`config.mk`:
```
export PLATFORM = sky130hd
export DESIGN_NAME = vga_timing_ctrl_flat
export DESIGN_NICKNAME = d
export VERILOG_FILES = /design/src/rtl/vga_pkg.sv /design/src/rtl/vga_timing_ctrl_if.sv /design/src/rtl/vga_delay_line.sv /design/src/rtl/vga_timing_ctrl.sv /design/src/flat_wrapper.sv
export SDC_FILE = /design/constraint.sdc
export NUM_CORES = 1
export LEC_CHECK = 0
export BUFFER_PORTS_ARGS = -buffer_cell sky130_fd_sc_hd__buf_2
export CORE_ASPECT_RATIO = 0.5
export CORE_UTILIZATION = 55
export DETAILED_ROUTE_END_ITERATION = 12
export GPL_TIMING_DRIVEN = 1
export PLACE_DENSITY_LB_ADDON = 0.12
export SLEW_MARGIN = 25
export SYNTH_ARGS = -nofsm -noshare
export SYNTH_HDL_FRONTEND = slang
export SYNTH_SLANG_ARGS = --single-unit
```
`constraint.sdc`:
```
create_clock -name clk_vga -period 2.8 [get_ports clk_vga]
set_input_delay 0.28 -clock clk_vga [delete_from_list [all_inputs] [get_ports clk_vga]]
set_output_delay 0.28 -clock clk_vga [all_outputs]
set_load 0.01 [all_outputs]
```
`src/rtl/vga_pkg.sv`:
```
// rtl/vga_pkg.sv - VGA timing constant sets, width defaults and pattern helper
package vga_pkg;

    localparam int DEF_CNT_W = 11;
    localparam int DEF_RGB_W = 12;

    typedef struct packed {
        int unsigned h_disp;
        int unsigned h_front;
        int unsigned h_sync;
        int unsigned h_back;
        int unsigned v_disp;
        int unsigned v_front;
        int unsigned v_sync;
        int unsigned v_back;
        int unsigned pclk_khz;
    } vga_timing_t;

    localparam vga_timing_t VGA_640X480_60  = '{640,  16,  96,  48, 480, 10, 2, 33, 25000};
    localparam vga_timing_t VGA_800X600_72  = '{800,  56, 120,  64, 600, 37, 6, 23, 50000};
    localparam vga_timing_t VGA_1024X768_60 = '{1024, 24, 136, 160, 768,  3, 6, 29, 65000};

    // Colour-bar index: the display width is split into eight equal bars.
    function automatic int bar_index(input int x, input int disp);
        return (x * 8) / disp;
    endfunction

endpackage

```
`src/rtl/vga_timing_ctrl_if.sv`:
```
// rtl/vga_timing_ctrl_if.sv - pixel-source request/data interface
interface vga_timing_ctrl_if #(
    parameter int CNT_W = 11,
    parameter int RGB_W = 12
);
    logic             vga_req;
    logic [CNT_W-1:0] vga_xpos;
    logic [CNT_W-1:0] vga_ypos;
    logic [RGB_W-1:0] vga_data;

    modport master (output vga_req, output vga_xpos, output vga_ypos, input vga_data);
    modport slave  (input vga_req, input vga_xpos, input vga_ypos, output vga_data);
endinterface

```
`src/rtl/vga_delay_line.sv`:
```
// rtl/vga_delay_line.sv - reset-valued shift register; DEPTH 0 is a plain wire
module vga_delay_line #(
    parameter int               WIDTH   = 1,
    parameter int               DEPTH   = 1,
    parameter logic [WIDTH-1:0] RST_VAL = '0
) (
    input  logic             clk,
    input  logic             rst_n,
    input  logic [WIDTH-1:0] din,
    output logic [WIDTH-1:0] dout
);

    generate
        if (DEPTH == 0) begin : g_wire
            logic unused_clk_rst;
            assign unused_clk_rst = clk ^ rst_n;
            assign dout = din;
        end else begin : g_pipe
            logic [WIDTH-1:0] stage [DEPTH];

            always_ff @(posedge clk) begin
                if (!rst_n) begin
                    for (int i = 0; i < DEPTH; i++) stage[i] <= RST_VAL;
                end else begin
                    stage[0] <= din;
                    for (int i = 1; i < DEPTH; i++) stage[i] <= stage[i-1];
                end
            end

            assign dout = stage[DEPTH-1];
        end
    endgenerate

endmodule

```
`src/rtl/vga_timing_ctrl.sv`:
```
// rtl/vga_timing_ctrl.sv - VGA timing generator; VGA_TEST_PATTERN_EN adds colour bars
module vga_timing_ctrl
    import vga_pkg::*;
#(
    parameter int H_DISP  = 640,
    parameter int H_FRONT = 16,
    parameter int H_SYNC  = 96,
    parameter int H_BACK  = 48,
    parameter int V_DISP  = 480,
    parameter int V_FRONT = 10,
    parameter int V_SYNC  = 2,
    parameter int V_BACK  = 33,
    parameter int CNT_W   = DEF_CNT_W,
    parameter int RGB_W   = DEF_RGB_W,
    parameter int RD_LAT  = 1,
    parameter bit HS_POL  = 1'b0,
    parameter bit VS_POL  = 1'b0
) (
    input  logic               clk_vga,
    input  logic               rst_n,
    vga_timing_ctrl_if.master  src,
    input  logic               pat_en,
    output logic               vga_hs,
    output logic               vga_vs,
    output logic               vga_de,
    output logic [RGB_W-1:0]   vga_rgb,
    output logic               vga_sof,
    output logic               vga_sol
);

    localparam int H_TOTAL = H_DISP + H_FRONT + H_SYNC + H_BACK;
    localparam int V_TOTAL = V_DISP + V_FRONT + V_SYNC + V_BACK;

    logic [CNT_W-1:0] h_cnt, v_cnt;
    logic h_wrap, v_wrap, h_act, v_act;
    logic raw_de, raw_hs, raw_vs, raw_sof, raw_sol;
    logic d_de, d_hs, d_vs, d_sof, d_sol;
    logic [RGB_W-1:0] pix;

    assign h_wrap = (h_cnt == CNT_W'(H_TOTAL - 1));
    assign v_wrap = (v_cnt == CNT_W'(V_TOTAL - 1));

    always_ff @(posedge clk_vga) begin
        if (!rst_n) begin
            h_cnt <= '0;
            v_cnt <= '0;
        end else begin
            h_cnt <= h_wrap ? '0 : h_cnt + 1'b1;
            if (h_wrap) v_cnt <= v_wrap ? '0 : v_cnt + 1'b1;
        end
    end

    assign h_act = (h_cnt < CNT_W'(H_DISP));
    assign v_act = (v_cnt < CNT_W'(V_DISP));

    assign src.vga_req  = h_act & v_act;
    assign src.vga_xpos = src.vga_req ? h_cnt : '0;
    assign src.vga_ypos = src.vga_req ? v_cnt : '0;

    assign raw_de  = src.vga_req;
    assign raw_hs  = (h_cnt >= CNT_W'(H_DISP + H_FRONT) && h_cnt < CNT_W'(H_DISP + H_FRONT + H_SYNC))
                     ? HS_POL : ~HS_POL;
    assign raw_vs  = (v_cnt >= CNT_W'(V_DISP + V_FRONT) && v_cnt < CNT_W'(V_DISP + V_FRONT + V_SYNC))
                     ? VS_POL : ~VS_POL;
    assign raw_sof = (h_cnt == '0) && (v_cnt == '0);
    assign raw_sol = (h_cnt == '0) && v_act;

    // Control bits travel alongside the source read so they line up with vga_data.
    localparam logic [4:0] CTRL_RST = {1'b0, ~HS_POL, ~VS_POL, 2'b00};

`ifdef VGA_TEST_PATTERN_EN
    localparam int              LW       = 5 + CNT_W;
    localparam logic [LW-1:0]   LINE_RST = {CTRL_RST, {CNT_W{1'b0}}};
    localparam int              CH_W     = RGB_W / 3;

    logic [LW-1:0]    line_in, line_out;
    logic [CNT_W-1:0] d_xpos;
    logic [2:0]       bar;
    logic [RGB_W-1:0] pat_rgb;

    assign line_in = {raw_de, raw_hs, raw_vs, raw_sof, raw_sol, src.vga_xpos};
    assign {d_de, d_hs, d_vs, d_sof, d_sol, d_xpos} = line_out;

    assign bar     = 3'(bar_index(int'(d_xpos), H_DISP));
    assign pat_rgb = RGB_W'({{CH_W{bar[2]}}, {CH_W{bar[1]}}, {CH_W{bar[0]}}});
    assign pix     = pat_en ? pat_rgb : src.vga_data;
`else
    localparam int            LW       = 5;
    localparam logic [LW-1:0] LINE_RST = CTRL_RST;

    logic [LW-1:0] line_in, line_out;
    logic          unused_pat_en;

    assign line_in = {raw_de, raw_hs, raw_vs, raw_sof, raw_sol};
    assign {d_de, d_hs, d_vs, d_sof, d_sol} = line_out;
    assign unused_pat_en = pat_en;
    assign pix = src.vga_data;
`endif

    vga_delay_line #(
        .WIDTH   (LW),
        .DEPTH   (RD_LAT),
        .RST_VAL (LINE_RST)
    ) u_delay (
        .clk   (clk_vga),
        .rst_n (rst_n),
        .din   (line_in),
        .dout  (line_out)
    );

    always_ff @(posedge clk_vga) begin
        if (!rst_n) begin
            vga_hs  <= ~HS_POL;
            vga_vs  <= ~VS_POL;
            vga_de  <= 1'b0;
            vga_sof <= 1'b0;
            vga_sol <= 1'b0;
            vga_rgb <= '0;
        end else begin
            vga_hs  <= d_hs;
            vga_vs  <= d_vs;
            vga_de  <= d_de;
            vga_sof <= d_sof;
            vga_sol <= d_sol;
            vga_rgb <= d_de ? pix : '0;
        end
    end

endmodule

```
`src/flat_wrapper.sv`:
```
// flat-port wrapper written by rule: the top's interface ports become plain ports
module vga_timing_ctrl_flat import vga_pkg::*;
#(
    parameter int H_DISP  = 640,
    parameter int H_FRONT = 16,
    parameter int H_SYNC  = 96,
    parameter int H_BACK  = 48,
    parameter int V_DISP  = 480,
    parameter int V_FRONT = 10,
    parameter int V_SYNC  = 2,
    parameter int V_BACK  = 33,
    parameter int CNT_W   = DEF_CNT_W,
    parameter int RGB_W   = DEF_RGB_W,
    parameter int RD_LAT  = 1,
    parameter bit HS_POL  = 1'b0,
    parameter bit VS_POL  = 1'b0
)
  (clk_vga, rst_n, pat_en, vga_hs, vga_vs, vga_de, vga_rgb, vga_sof, vga_sol, src_vga_req, src_vga_xpos, src_vga_ypos, src_vga_data);
  vga_timing_ctrl_if #(.CNT_W(CNT_W), .RGB_W(RGB_W)) src_i ();
  input  logic clk_vga;
  input  logic rst_n;
  input  logic pat_en;
  output logic vga_hs;
  output logic vga_vs;
  output logic vga_de;
  output logic [RGB_W-1:0] vga_rgb;
  output logic vga_sof;
  output logic vga_sol;
  output wire logic [$bits(src_i.vga_req)-1:0] src_vga_req;
  output wire logic [$bits(src_i.vga_xpos)-1:0] src_vga_xpos;
  output wire logic [$bits(src_i.vga_ypos)-1:0] src_vga_ypos;
  input wire logic [$bits(src_i.vga_data)-1:0] src_vga_data;
  assign src_vga_req = src_i.vga_req;
  assign src_vga_xpos = src_i.vga_xpos;
  assign src_vga_ypos = src_i.vga_ypos;
  assign src_i.vga_data = src_vga_data;
  vga_timing_ctrl #(.H_DISP(H_DISP), .H_FRONT(H_FRONT), .H_SYNC(H_SYNC), .H_BACK(H_BACK), .V_DISP(V_DISP), .V_FRONT(V_FRONT), .V_SYNC(V_SYNC), .V_BACK(V_BACK), .CNT_W(CNT_W), .RGB_W(RGB_W), .RD_LAT(RD_LAT), .HS_POL(HS_POL), .VS_POL(VS_POL)) u_core (.clk_vga(clk_vga), .rst_n(rst_n), .src(src_i), .pat_en(pat_en), .vga_hs(vga_hs), .vga_vs(vga_vs), .vga_de(vga_de), .vga_rgb(vga_rgb), .vga_sof(vga_sof), .vga_sol(vga_sol));
endmodule
```
Word level (Yosys, flattened, before mapping)
Memory sizes are Yosys's and may differ from the RTL's.
Cells that the tools add are included.
{ "totals": {"regBits": 39, "ram_bits": 5, "in_bits": 15, "out_inout_bits": 40, "wordCells": 39, "memories": 1} }
{ "memory_table": {"columns": ["name", "words", "width", "read_ports", "rd_ports_with_merged_regs", "wr", "line_no", "source"], "rows": [
  ["u_core.u_delay.g_pipe.stage", 1, 5, 1, 0, 1, "vga_delay_line.sv:19", "logic [WIDTH-1:0] stage [DEPTH];"]
]} }
{ "classes": {"addsub": 2, "order_cmp": 6, "eq_ne": 2, "muxes": 9, "n_bitwise": 2, "reduce_logical": 9} }
{ "op_table": {"columns": ["operator", "count"], "rows": [
  ["11-bit 2-to-1 mux", 3],
  ["11-bit by 1-bit adder with 11-bit output, second input constant", 2],
  ["11-bit by 10-bit == test with 1-bit output, second input constant", 2],
  ["11-bit logical NOT", 2],
  ["11-bit by 10-bit less-than comparator with 1-bit output, second input constant", 2],
  ["11-bit by 9-bit less-than comparator with 1-bit output, second input constant", 2],
  ["11-bit by 10-bit greater-or-equal comparator with 1-bit output, second input constant", 1],
  ["11-bit by 9-bit greater-or-equal comparator with 1-bit output, second input constant", 1],
  ["1-bit 2-to-1 mux", 5],
  ["5-bit 2-to-1 mux", 1],
  ["5-bit OR reduction", 1],
  ["1-bit logical AND", 4],
  ["2-bit AND reduction", 1],
  ["2-bit OR reduction", 1],
  ["1-bit AND", 1],
  ["1-bit NOT", 1]
]} }

Depth between registers and ports, before layout
Gate-level depths: netlist of the first run.
{ "depth": {"depth_word": 4, "ltp_mapped": 7, "mapped_depth_nobuf": 6} }

By module
Synthesis of the first run repeated with hierarchy kept, for this count alone.
{ "unflattened": {"hier_cells": 211, "area_unflattened_um2": 1935.6} }
{ "modules_own_cells": {"columns": ["module", "n_inst", "cells_per_inst", "area_per_inst_um2", "seq_area_each_um2"], "rows": [
  ["vga_timing_ctrl", 1, 201, 1804.2, 780.7],
  ["vga_delay_line", 1, 10, 131.4, 100.1]
]} }

Worst setup path before layout of the first run
Ideal clock, no wire load.
{ "synth_timing": {"path_type": "register to output", "from": "reg u_core.v_cnt[7]", "to": "out src_vga_xpos[2]", "t_arrival_ns": 1.777, "required_time_ns": 2.520, "slack_ns": 0.743, "stages_incl_launch_ff": 7, "n_path_buf": 2, "path_cell_list": "dfxtp_1 and4_1 or3_1 clkbuf_1 nor3_2 clkbuf_1 and2_1"} }
{ "synth_between": {"elab_chain_cells": 3} }
{ "synth_lines": {"columns": ["item", "line_no", "source"], "rows": [
  ["start, declared", "vga_timing_ctrl.sv:34", "logic [CNT_W-1:0] h_cnt, v_cnt;"],
  ["start signal, assigned", "vga_timing_ctrl.sv:49", "if (h_wrap) v_cnt <= v_wrap ? '0 : v_cnt + 1'b1;"],
  ["11-bit by 9-bit less-than comparator with 1-bit output", "vga_timing_ctrl.sv:54", "assign v_act = (v_cnt < CNT_W'(V_DISP));"],
  ["1-bit AND", "vga_timing_ctrl.sv:56", "assign src.vga_req = h_act & v_act;"],
  ["named net src_vga_req", "flat_wrapper.sv:29", "output wire logic [$bits(src_i.vga_req)-1:0] src_vga_req;"],
  ["11-bit 2-to-1 mux", "vga_timing_ctrl.sv:57", "assign src.vga_xpos = src.vga_req ? h_cnt : '0;"],
  ["end, declared", "flat_wrapper.sv:30", "output wire logic [$bits(src_i.vga_xpos)-1:0] src_vga_xpos;"]
]} }
The timed path passes the listed nets, and every way through them passes these cells.

Final worst setup path of the first run
{ "layout_timing": {"from": "reg u_core.v_cnt[6]", "to": "out src_vga_ypos[4]"} }
{ "layout_between": {"elab_chain_cells": 3} }
{ "layout_lines": {"columns": ["item", "line_no", "source"], "rows": [
  ["11-bit by 9-bit less-than comparator with 1-bit output", "vga_timing_ctrl.sv:54", null],
  ["1-bit AND", "vga_timing_ctrl.sv:56", null],
  ["11-bit 2-to-1 mux", "vga_timing_ctrl.sv:58", "assign src.vga_ypos = src.vga_req ? v_cnt : '0;"],
  ["end, declared", "flat_wrapper.sv:31", "output wire logic [$bits(src_i.vga_ypos)-1:0] src_vga_ypos;"]
]} }
No other way between the ends.

==> impl_metrics.tcl, run 1 <==
set metrics [dict create \
    status "finished, final reports clean" \
    path_class "reg2out" \
    pwr-share-clk 0.411 \
    synth.avg_cell_area_um2 9.11 \
    final_cell_count_no_fill 306 \
    grt_start_max_net_pins 33 \
    io_buffers 50 \
    drtAntennaViolNets 0 \
    pwr-share-comb 0.053 \
    path_buf_inv 2 \
    post_cts_buffers 0 \
    ys_warn_count 0 \
    vias 1636 \
    skew_ns 0.0108 \
    die_h_um 44.2 \
    setup_viol 0 \
    die-area_um2 3820 \
    post_synth_main_area_contributors "dfxtp_1, and2_1, xnor2_1" \
    io_pins 55 \
    yosysUniqueCellTypes 38 \
    holdBufCountCts 0 \
    crit_slowest_cell "or3_1" \
    grt_setup_unrepaired "no" \
    hold_class "in2reg" \
    timing.final.crit_share 0.924 \
    p_leak_nw 1.03 \
    critPathCaptureType "primary output" \
    fillers 279 \
    cts.sinks 44 \
    dr.pass1.iters 4 \
    whs_ns 0.214 \
    maxSlewViolCount 0 \
    overflow 0 \
    seqCellArea_um2 881 \
    cts_htree_levels 2 \
    tritoncts "built" \
    path_cells "and4_1 > or3_1 > nor3_2 > buf_4 > and2_1 > buf_2" \
    p_per_area_nw_per_um2 528 \
    wl_per_cell_um 13.2 \
    yosysTopAreaCellShare 0.450 \
    routed_wl_um 4020 \
    placed_cells 298 \
    fmax_mhz 387 \
    grt_pass1_wl_um 6270 \
    cpPeakStageDelay_ns 0.48 \
    drc_errors 0 \
    cts-buffers-inserted 5 \
    cts_resized 0 \
    ys_ff_latch 44 \
    crit_arrival_ns 2.31 \
    syn_area_um2 1960 \
    drv_cap 0 \
    period_needed_ns 2.59 \
    postSynthCellCount 215 \
    worst_slack_ns 0.214 \
    clk_pin_slew_ns 0.09 \
    syn_to_final_growth_pct 17.7 \
    total_power_mw 1.22 \
    clk_latency_ns 0.30 \
    antenna_found_initial 0 \
    post-place-ws_ns 0.523 \
    diodes 0 \
    worstMarginPinSlew_ns 0.543 \
    dr.first_iter.drc_count 100 \
    cp_max_fo 11 \
    yosysTopAreaCell "dfxtp_1" \
    floorplan.initialDensity 0.614 \
    vias_per_cell 5.35 \
    yosysSeqAreaShare 0.450 \
    relSlewSlack 0.637 \
    power.switching_mw 0.276 \
    critPathTopFamily "simple AND/OR/NAND/NOR gates" \
    nets 276 \
    cp-start-kind "flip-flop" \
    grt_usage 0.219 \
    setup_tns_ns 0 \
    worstPathRequired_ns 2.52 \
    clock_path_buffers 2 \
    die_x_um 86.4 \
    ir_drop_uv 272 \
    gp_congestion 0.866 \
    drive_gt1_frac 0.260 \
    hold_viol 0 \
    swShare 0.227 \
    power_frac_seq 0.535 \
    core.rowCount 14 \
    cts_root_buffer "clkbuf_8" \
    dp_hpwl_um 2780 \
    p_int_mw 0.941 \
    grt_pass1_vias 1378 \
    multi_input_area_um2 961 \
    coreArea_um2 3190 \
]
[cell families (layout without fill, tap and decap cells)]
| group | count (synthesis) | after routing | synth area share |
|---|---|---|---|
| fa+ha+maj | 4 | 4 | 0.0256 |
| xor+xnor | 13 | 13 | 0.0581 |
| compound gates | 8 | 8 | 0.0326 |
| other cells | 1 | 3 | 0.00192 |
| mux | 4 | 4 | 0.0204 |
| simple gates | 115 | 115 | 0.348 |
| buf+inv | 26 | 67 | 0.0633 |
| flops | 44 | 44 | 0.450 |
[power groups by stage]
stage / registers [mW] / clock network [mW] / logic (mW)
6_report: 0.651 / 0.501 / 0.0647
5_1_grt: 0.654 / 0.530 / 0.0722
4_1_cts: 0.652 / 0.507 / 0.0652
3_5_place_dp: 0.666 / 0 / 0.0647
3_3_place_gp: 0.666 / 0 / 0.0636
2_1_floorplan: 0.669 / 0 / 0.0364
[layout by cell type (no fill, tap or decap), drive strengths merged, types with 3 or more instances in the layout]
cell type,synthesis,final
nor2,19,19
ha,4,4
mux2i,4,4
inv,8,9
buf,6,51
clkbuf,12,5
or3,3,3
nand3,10,10
nand4,6,6
xnor2,11,11
and3,15,15
dfxtp,44,44
conb,1,3
nor3,5,5
nor4,16,16
nand2b,5,5
nand2,9,9
and2,19,19
[state kept, by name, indices dropped and copies added, names as in the netlist]
signal / cells
u_core.v_cnt: 11
u_core.vga_sof: 1
u_core.u_delay.g_pipe.stage: 5
u_core.h_cnt: 11
u_core.vga_vs: 1
u_core.vga_hs: 1
u_core.vga_sol: 1
u_core.vga_de: 1
u_core.vga_rgb: 12
[layer usage]
metal	global-route usage	wire length [um]
met5	0	0
met4	0.0867	49
met3	0.0634	287
met2	0.365	1770
met1	0.275	1920
[final timing paths]
check	start	to	slack, ns	depth (start not counted)
worst min register to register	u_core.u_delay.g_pipe.stage[0][2]	u_core.vga_vs	0.41	1
worst min-delay path	src_vga_data[11]	u_core.vga_rgb[11]	0.21	2
worst max register to register	u_core.h_cnt[0]	u_core.v_cnt[1]	0.55	5
worst max-delay path	u_core.v_cnt[6]	src_vga_ypos[4]	0.21	6
[area by class of cell]
class                           count  share of cell area
Tap cell                           48              0.0261
Clock inverter                      3              0.0201
Timing Repair Buffer               51               0.112
Inverter                            8              0.0130
Multi-Input combinational cell    147               0.417
Sequential cell                    44               0.382
Clock buffer                        5              0.0299
[synthesized netlist by cell type (all sizes together)]
master	number
xor2	2
nand2	9
nor2	19
nand2b	5
ha	4
nor3b	2
mux2i	4
or4	2
xnor2	11
conb	1
nor4b	1
o221ai	1
o21a	1
buf	6
nand4b	1
a21boi	1
nor3	5
o21ai	2
nor4	16
inv	8
dfxtp	44
clkbuf	12
a31o	1
a21oi	2
nand3	10
nand4	6
and3	15
nor2b	1
and4	1
or3	3
and2	19
[worst register-to-register path: stages (launching register included)]
cell and delay (ns):
dfxtp_1 0.40, ha_1 0.22, nand4_1 0.46, or4_4 0.72, o21ai_4 0.25, nor2_1 0.09
[stage by stage]
stage / instance area (um2) / util
after floorplan: 1970 / -
after CTS: 2300 / 0.723
final: 2300 / 0.723
after global routing: 2300 / 0.723
after global placement: 2190 / 0.687
after detailed placement: 2190 / 0.687
Power figures use the tool's default switching activity.
==> inputs of run 2 (changes only) <==
- PLACE_DENSITY: default -> 0.84
- PLACE_DENSITY_LB_ADDON: 0.12 -> default
==> run 2 against run 1 <==
Net effect:
- clock skew fell by 0.0062 ns
- sequential cell count did not move
- largest cell class unchanged
- total power hardly changed
- critical path type unchanged
- largest power group unchanged
- non-clock buffer count up 1
- final cell count up 0.33%
- highest routed layer unchanged
- combinational power is 0.9% lower
- sequential power barely moved
==> impl_metrics.tcl, run 2 (synthesis results as in run 1) <==
set metrics [dict create \
    met3_usage 0.0802 \
    stdcell_area_um2 2310 \
    cp-start-kind "flip-flop" \
    drc_errors 0 \
    core.rowCount 14 \
    post_dp_cell_area_um2 2200 \
    cts-buffers-inserted 5 \
    clk_pin_slew_ns 0.09 \
    holdBufCountCts 0 \
    vias_per_cell 5.36 \
    post_cts_buffers 0 \
    hold_class "in2reg" \
    gp_congestion 0.829 \
    setup_tns_ns 0 \
    critPathCaptureType "primary output" \
    hold_depth 2 \
    path_class "reg2out" \
    die-area_um2 3820 \
    drv_cap 0 \
    grt_pass1_vias 1424 \
    p_leak_nw 1.03 \
    coreArea_um2 3190 \
    drtAntennaViolNets 0 \
    cts_root_buffer "clkbuf_8" \
    fillers 267 \
    antenna_found_initial 0 \
    overflow 0 \
    die_h_um 44.2 \
    diodes 0 \
    clock_path_buffers 2 \
    cpPeakStageDelay_ns 0.47 \
    final_cell_count_no_fill 307 \
    cts.sinks 44 \
    fmax_mhz 386 \
    relSlewSlack 0.666 \
    period_needed_ns 2.59 \
    maxSlewViolCount 0 \
    drive_gt1_frac 0.263 \
    reg.largest.list "u_core.vga_rgb (12), u_core.h_cnt (11), u_core.v_cnt (11)" \
    path_cells "and4_1 > or3_1 > nor3_2 > buf_4 > and2_1 > buf_2" \
    syn_to_final_growth_pct 18.1 \
    timing.final.crit_share 0.926 \
    tritoncts "built" \
    crit_arrival_ns 2.31 \
    io_pins 55 \
    layout_common_cells "buf_2, dfxtp_1, and2_1, nor2_1, and3_1" \
    clk_latency_ns 0.31 \
    cts_htree_levels 2 \
    dp_hpwl_um 2810 \
    crit_slowest_cell "or3_1" \
    cp_max_fo 9 \
    vias 1647 \
    grt_usage 0.217 \
    worstPathRequired_ns 2.52 \
    io_buffers 50 \
    cts_resized 0 \
    status "finished, final reports clean" \
    grt_start_max_net_pins 33 \
    nets 277 \
    ff2ff_path_depth 6 \
    largest_reg_flops 12 \
    use_met1 0.260 \
    busiest_layer "met2" \
    wl_per_cell_um 12.9 \
    dr.pass1.iters 4 \
    floorplan.initialDensity 0.614 \
    setup_viol 0 \
    dr.first_iter.drc_count 110 \
    routed_wl_um 3950 \
    hold_viol 0 \
    use_met2 0.356 \
    grt_pass1_wl_um 6170 \
    total_power_mw 1.22 \
    ir_drop_uv 331 \
    p_per_area_nw_per_um2 526 \
    skew_ns 0.00463 \
    worstMarginPinSlew_ns 0.501 \
    whs_ns 0.204 \
    placed_cells 299 \
    die_x_um 86.4 \
    final_common_cell "buf_2" \
    grt_setup_unrepaired "no" \
    top_register "u_core.vga_rgb" \
]
run 2: power by group:
group          switching (mW)  internal (mW)
clock network           0.233          0.269
registers             0.00880          0.642
logic                  0.0341         0.0299
total                   0.276          0.941
run 2: worst paths after layout:
path | startpoint | slack [ns] | end
worst max-delay path | u_core.v_cnt[6] | 0.21 | src_vga_ypos[6]
worst max register to register | u_core.h_cnt[0] | 0.76 | u_core.v_cnt[7]
worst min-delay path | src_vga_data[11] | 0.20 | u_core.vga_rgb[11]
worst min register to register | u_core.u_delay.g_pipe.stage[0][3] | 0.41 | u_core.vga_hs
run 2: cell type report:
class | count | area (um2) | area share
flip-flops and latches | 44 | 881 | 0.381
inverters | 8 | 30.0 | 0.0130
clock buffers | 5 | 68.8 | 0.0298
well taps | 48 | 60.1 | 0.0260
multi-input cells | 147 | 961 | 0.416
clock inverters | 3 | 46.3 | 0.0200
repair buffers | 52 | 265 | 0.115
run 2: worst max-delay path, delay by kind of cell, from the launching register on:
kind | cells | cell delay [ns]
buffers and inverters | 2 | 0.34
DFF | 1 | 0.38
and+or+nand+nor | 4 | 1.28
run 2: routing by layer:
layer | vias up | wire length [um]
met2 | 77 | 1750
met4 | 0 | 65
li1 | 817 | -
met1 | 744 | 1780
met3 | 9 | 358
met5 | - | 0
run 2: per-stage QoR:
| step | util | setup slack (ns) |
|---|---|---|
| 2_1_floorplan | - | 0.743 |
| 3_3_place_gp | 0.689 | 0.583 |
| 3_5_place_dp | 0.689 | 0.567 |
| 4_1_cts | 0.725 | 0.209 |
| 5_1_grt | 0.725 | 0.0873 |
| 6_report | 0.725 | 0.208 |
==> inputs of run 3 (changes only) <==
- CORE_UTILIZATION: 55 -> 45
- PLACE_DENSITY: 0.84 -> 0.7
- clock period: 2.8 -> 2.7 ns (I/O delays scaled with it)
==> run 3 against run 2 <==
Net effect:
- critical path depth is the same
- total power grew 3.3%
- first-iteration DRC count is 61% lower
- clock-buffer cell count did not move
- final cell count increased by 2.3%
- sequential share of layout area fell by 0.27 points
- die area grew 21%
- register-to-register slack worse by 0.10 ns
- worst hold slack improved by 0.0046 ns
- clock power increased by 3%
- critical path type unchanged
- largest power group unchanged
==> impl_metrics.tcl, run 3 (synthesis results as in run 1) <==
set metrics [dict create \
    status "finished, final reports clean" \
    r2r_start "u_core.h_cnt[10]" \
    layout_common_cells "buf_2, dfxtp_1, and2_1, nor2_1, and3_1" \
    cp_max_fo 8 \
    grt_pass1_vias 1439 \
    routed_wl_um 3900 \
    overflow 0 \
    syn_to_final_growth_pct 18.9 \
    cts.sinks 44 \
    dr.first_iter.drc_count 43 \
    grt_usage 0.185 \
    wl_per_cell_um 12.4 \
    stdcell_area_um2 2330 \
    fillers 383 \
    clk_pin_slew_ns 0.09 \
    drc_errors 0 \
    critPathCaptureType "primary output" \
    vias_per_cell 5.08 \
    reg2reg_slack_ns 0.66 \
    vias 1595 \
    clk_latency_ns 0.30 \
    cts_resized 0 \
    p_int_mw 0.976 \
    startpoint "u_core.v_cnt[5]" \
    path_depth 6 \
    grt_start_max_net_pins 33 \
    fmax_mhz 423 \
    ff2ff_path_depth 4 \
    setup_tns_ns 0 \
    worstPathRequired_ns 2.43 \
    antenna_found_initial 0 \
    drv_cap 0 \
    cp-start-kind "flip-flop" \
    path_cells "and4_1 > or3_1 > nor3_2 > buf_4 > and2_1 > buf_2" \
    period_needed_ns 2.36 \
    min_from "src_vga_data[6]" \
    power.switching_mw 0.281 \
    dr.pass1.iters 4 \
    core.rowCount 16 \
    hold_class "in2reg" \
    path_buf_inv 2 \
    post_dp_cell_area_um2 2210 \
    path_class "reg2out" \
    cts_root_buffer "clkbuf_8" \
    io_buffers 50 \
    cpPeakStageDelay_ns 0.48 \
    ir_drop_uv 323 \
    gp_congestion 0.794 \
    pwr-share-clk 0.410 \
    post_cts_buffers 0 \
    cts_htree_levels 2 \
    io_pins 55 \
    largest_reg_flops 12 \
    swShare 0.224 \
    reg.largest.list "u_core.vga_rgb (12), u_core.h_cnt (11), u_core.v_cnt (11)" \
    maxSlewViolCount 0 \
    critPathTopFamily "simple AND/OR/NAND/NOR gates" \
    pwr-share-comb 0.053 \
    grt_pass1_wl_um 6550 \
    crit_slowest_cell "or3_1" \
    hold_viol 0 \
    coreArea_um2 4020 \
    drive_gt1_frac 0.265 \
    dp_hpwl_um 2800 \
    relSlewSlack 0.667 \
    setup_viol 0 \
    grt_setup_unrepaired "no" \
    cts-buffers-inserted 5 \
    holdBufCountCts 0 \
    floorplan.initialDensity 0.487 \
    clock_path_buffers 2 \
    die_h_um 48.6 \
    seqCellArea_um2 881 \
    p_leak_nw 1.04 \
    final_common_cell "buf_2" \
    multi_input_area_um2 961 \
    drtAntennaViolNets 0 \
    p_per_area_nw_per_um2 540 \
    skew_ns 0.0103 \
    tritoncts "built" \
    min_to "u_core.vga_rgb[6]" \
    hold_depth 2 \
    timing.final.crit_share 0.875 \
    nets 278 \
    crit_arrival_ns 2.09 \
    rr_endpoint "u_core.v_cnt[0]" \
    worstMarginPinSlew_ns 0.495 \
    diodes 0 \
    top_register "u_core.vga_rgb" \
    power_frac_seq 0.537 \
    die-area_um2 4640 \
    die_x_um 95.3 \
]
[run 3: layer usage]
layer  wire length, um  GRT usage  up-vias
met3               236     0.0487        2
met5                 0          0        -
met4                16     0.0530        0
met1              2030      0.255      736
met2              1620      0.285       42
li1                  -          -      815
[run 3: worst reg2reg max path: stages, from the launching register on]
cell,delay [ns]
dfxtp_1,0.43
or4_4,0.64
or4_4,0.53
o21ai_4,0.25
nor2_1,0.08
[run 3: how the worst max path moves through the flow]
| stage | end |
|---|---|
| after floorplan | src_vga_xpos[2] |
| after global placement | u_core.v_cnt[1] |
| after detailed placement | u_core.v_cnt[8] |
| after CTS | src_vga_ypos[5] |
| after global routing | src_vga_xpos[7] |
| final | src_vga_ypos[5] |
[run 3: final cells by class]
| cell class | count | share of cell area |
|---|---|---|
| multi-input combinational | 147 | 0.413 |
| sequential | 44 | 0.378 |
| timing repair buffer | 53 | 0.117 |
| clock buffer | 5 | 0.0296 |
| tap | 54 | 0.0290 |
| clock inverter | 3 | 0.0204 |
| inverter | 8 | 0.0129 |
[run 3: metrics by stage]
step            util  instances  hold slack (ns)  power [mW]  setup slack (ns)
3_3_place_gp   0.550        306            0.392       0.756             0.690
4_1_cts        0.579        314            0.203        1.27             0.337
5_1_grt        0.579        314            0.200        1.31             0.190
6_report       0.579        314            0.208        1.26             0.337
3_5_place_dp   0.550        306            0.397       0.758             0.615
2_1_floorplan      -        217            0.386       0.731             0.653
[run 3: power by group through the flow]
stage	registers [mW]	clock network, mW	logic, mW
finish	0.675	0.515	0.0668
global route	0.678	0.555	0.0755
CTS	0.676	0.525	0.0675
detailed placement	0.691	0	0.0671
global placement	0.690	0	0.0658
floorplan	0.694	0	0.0378
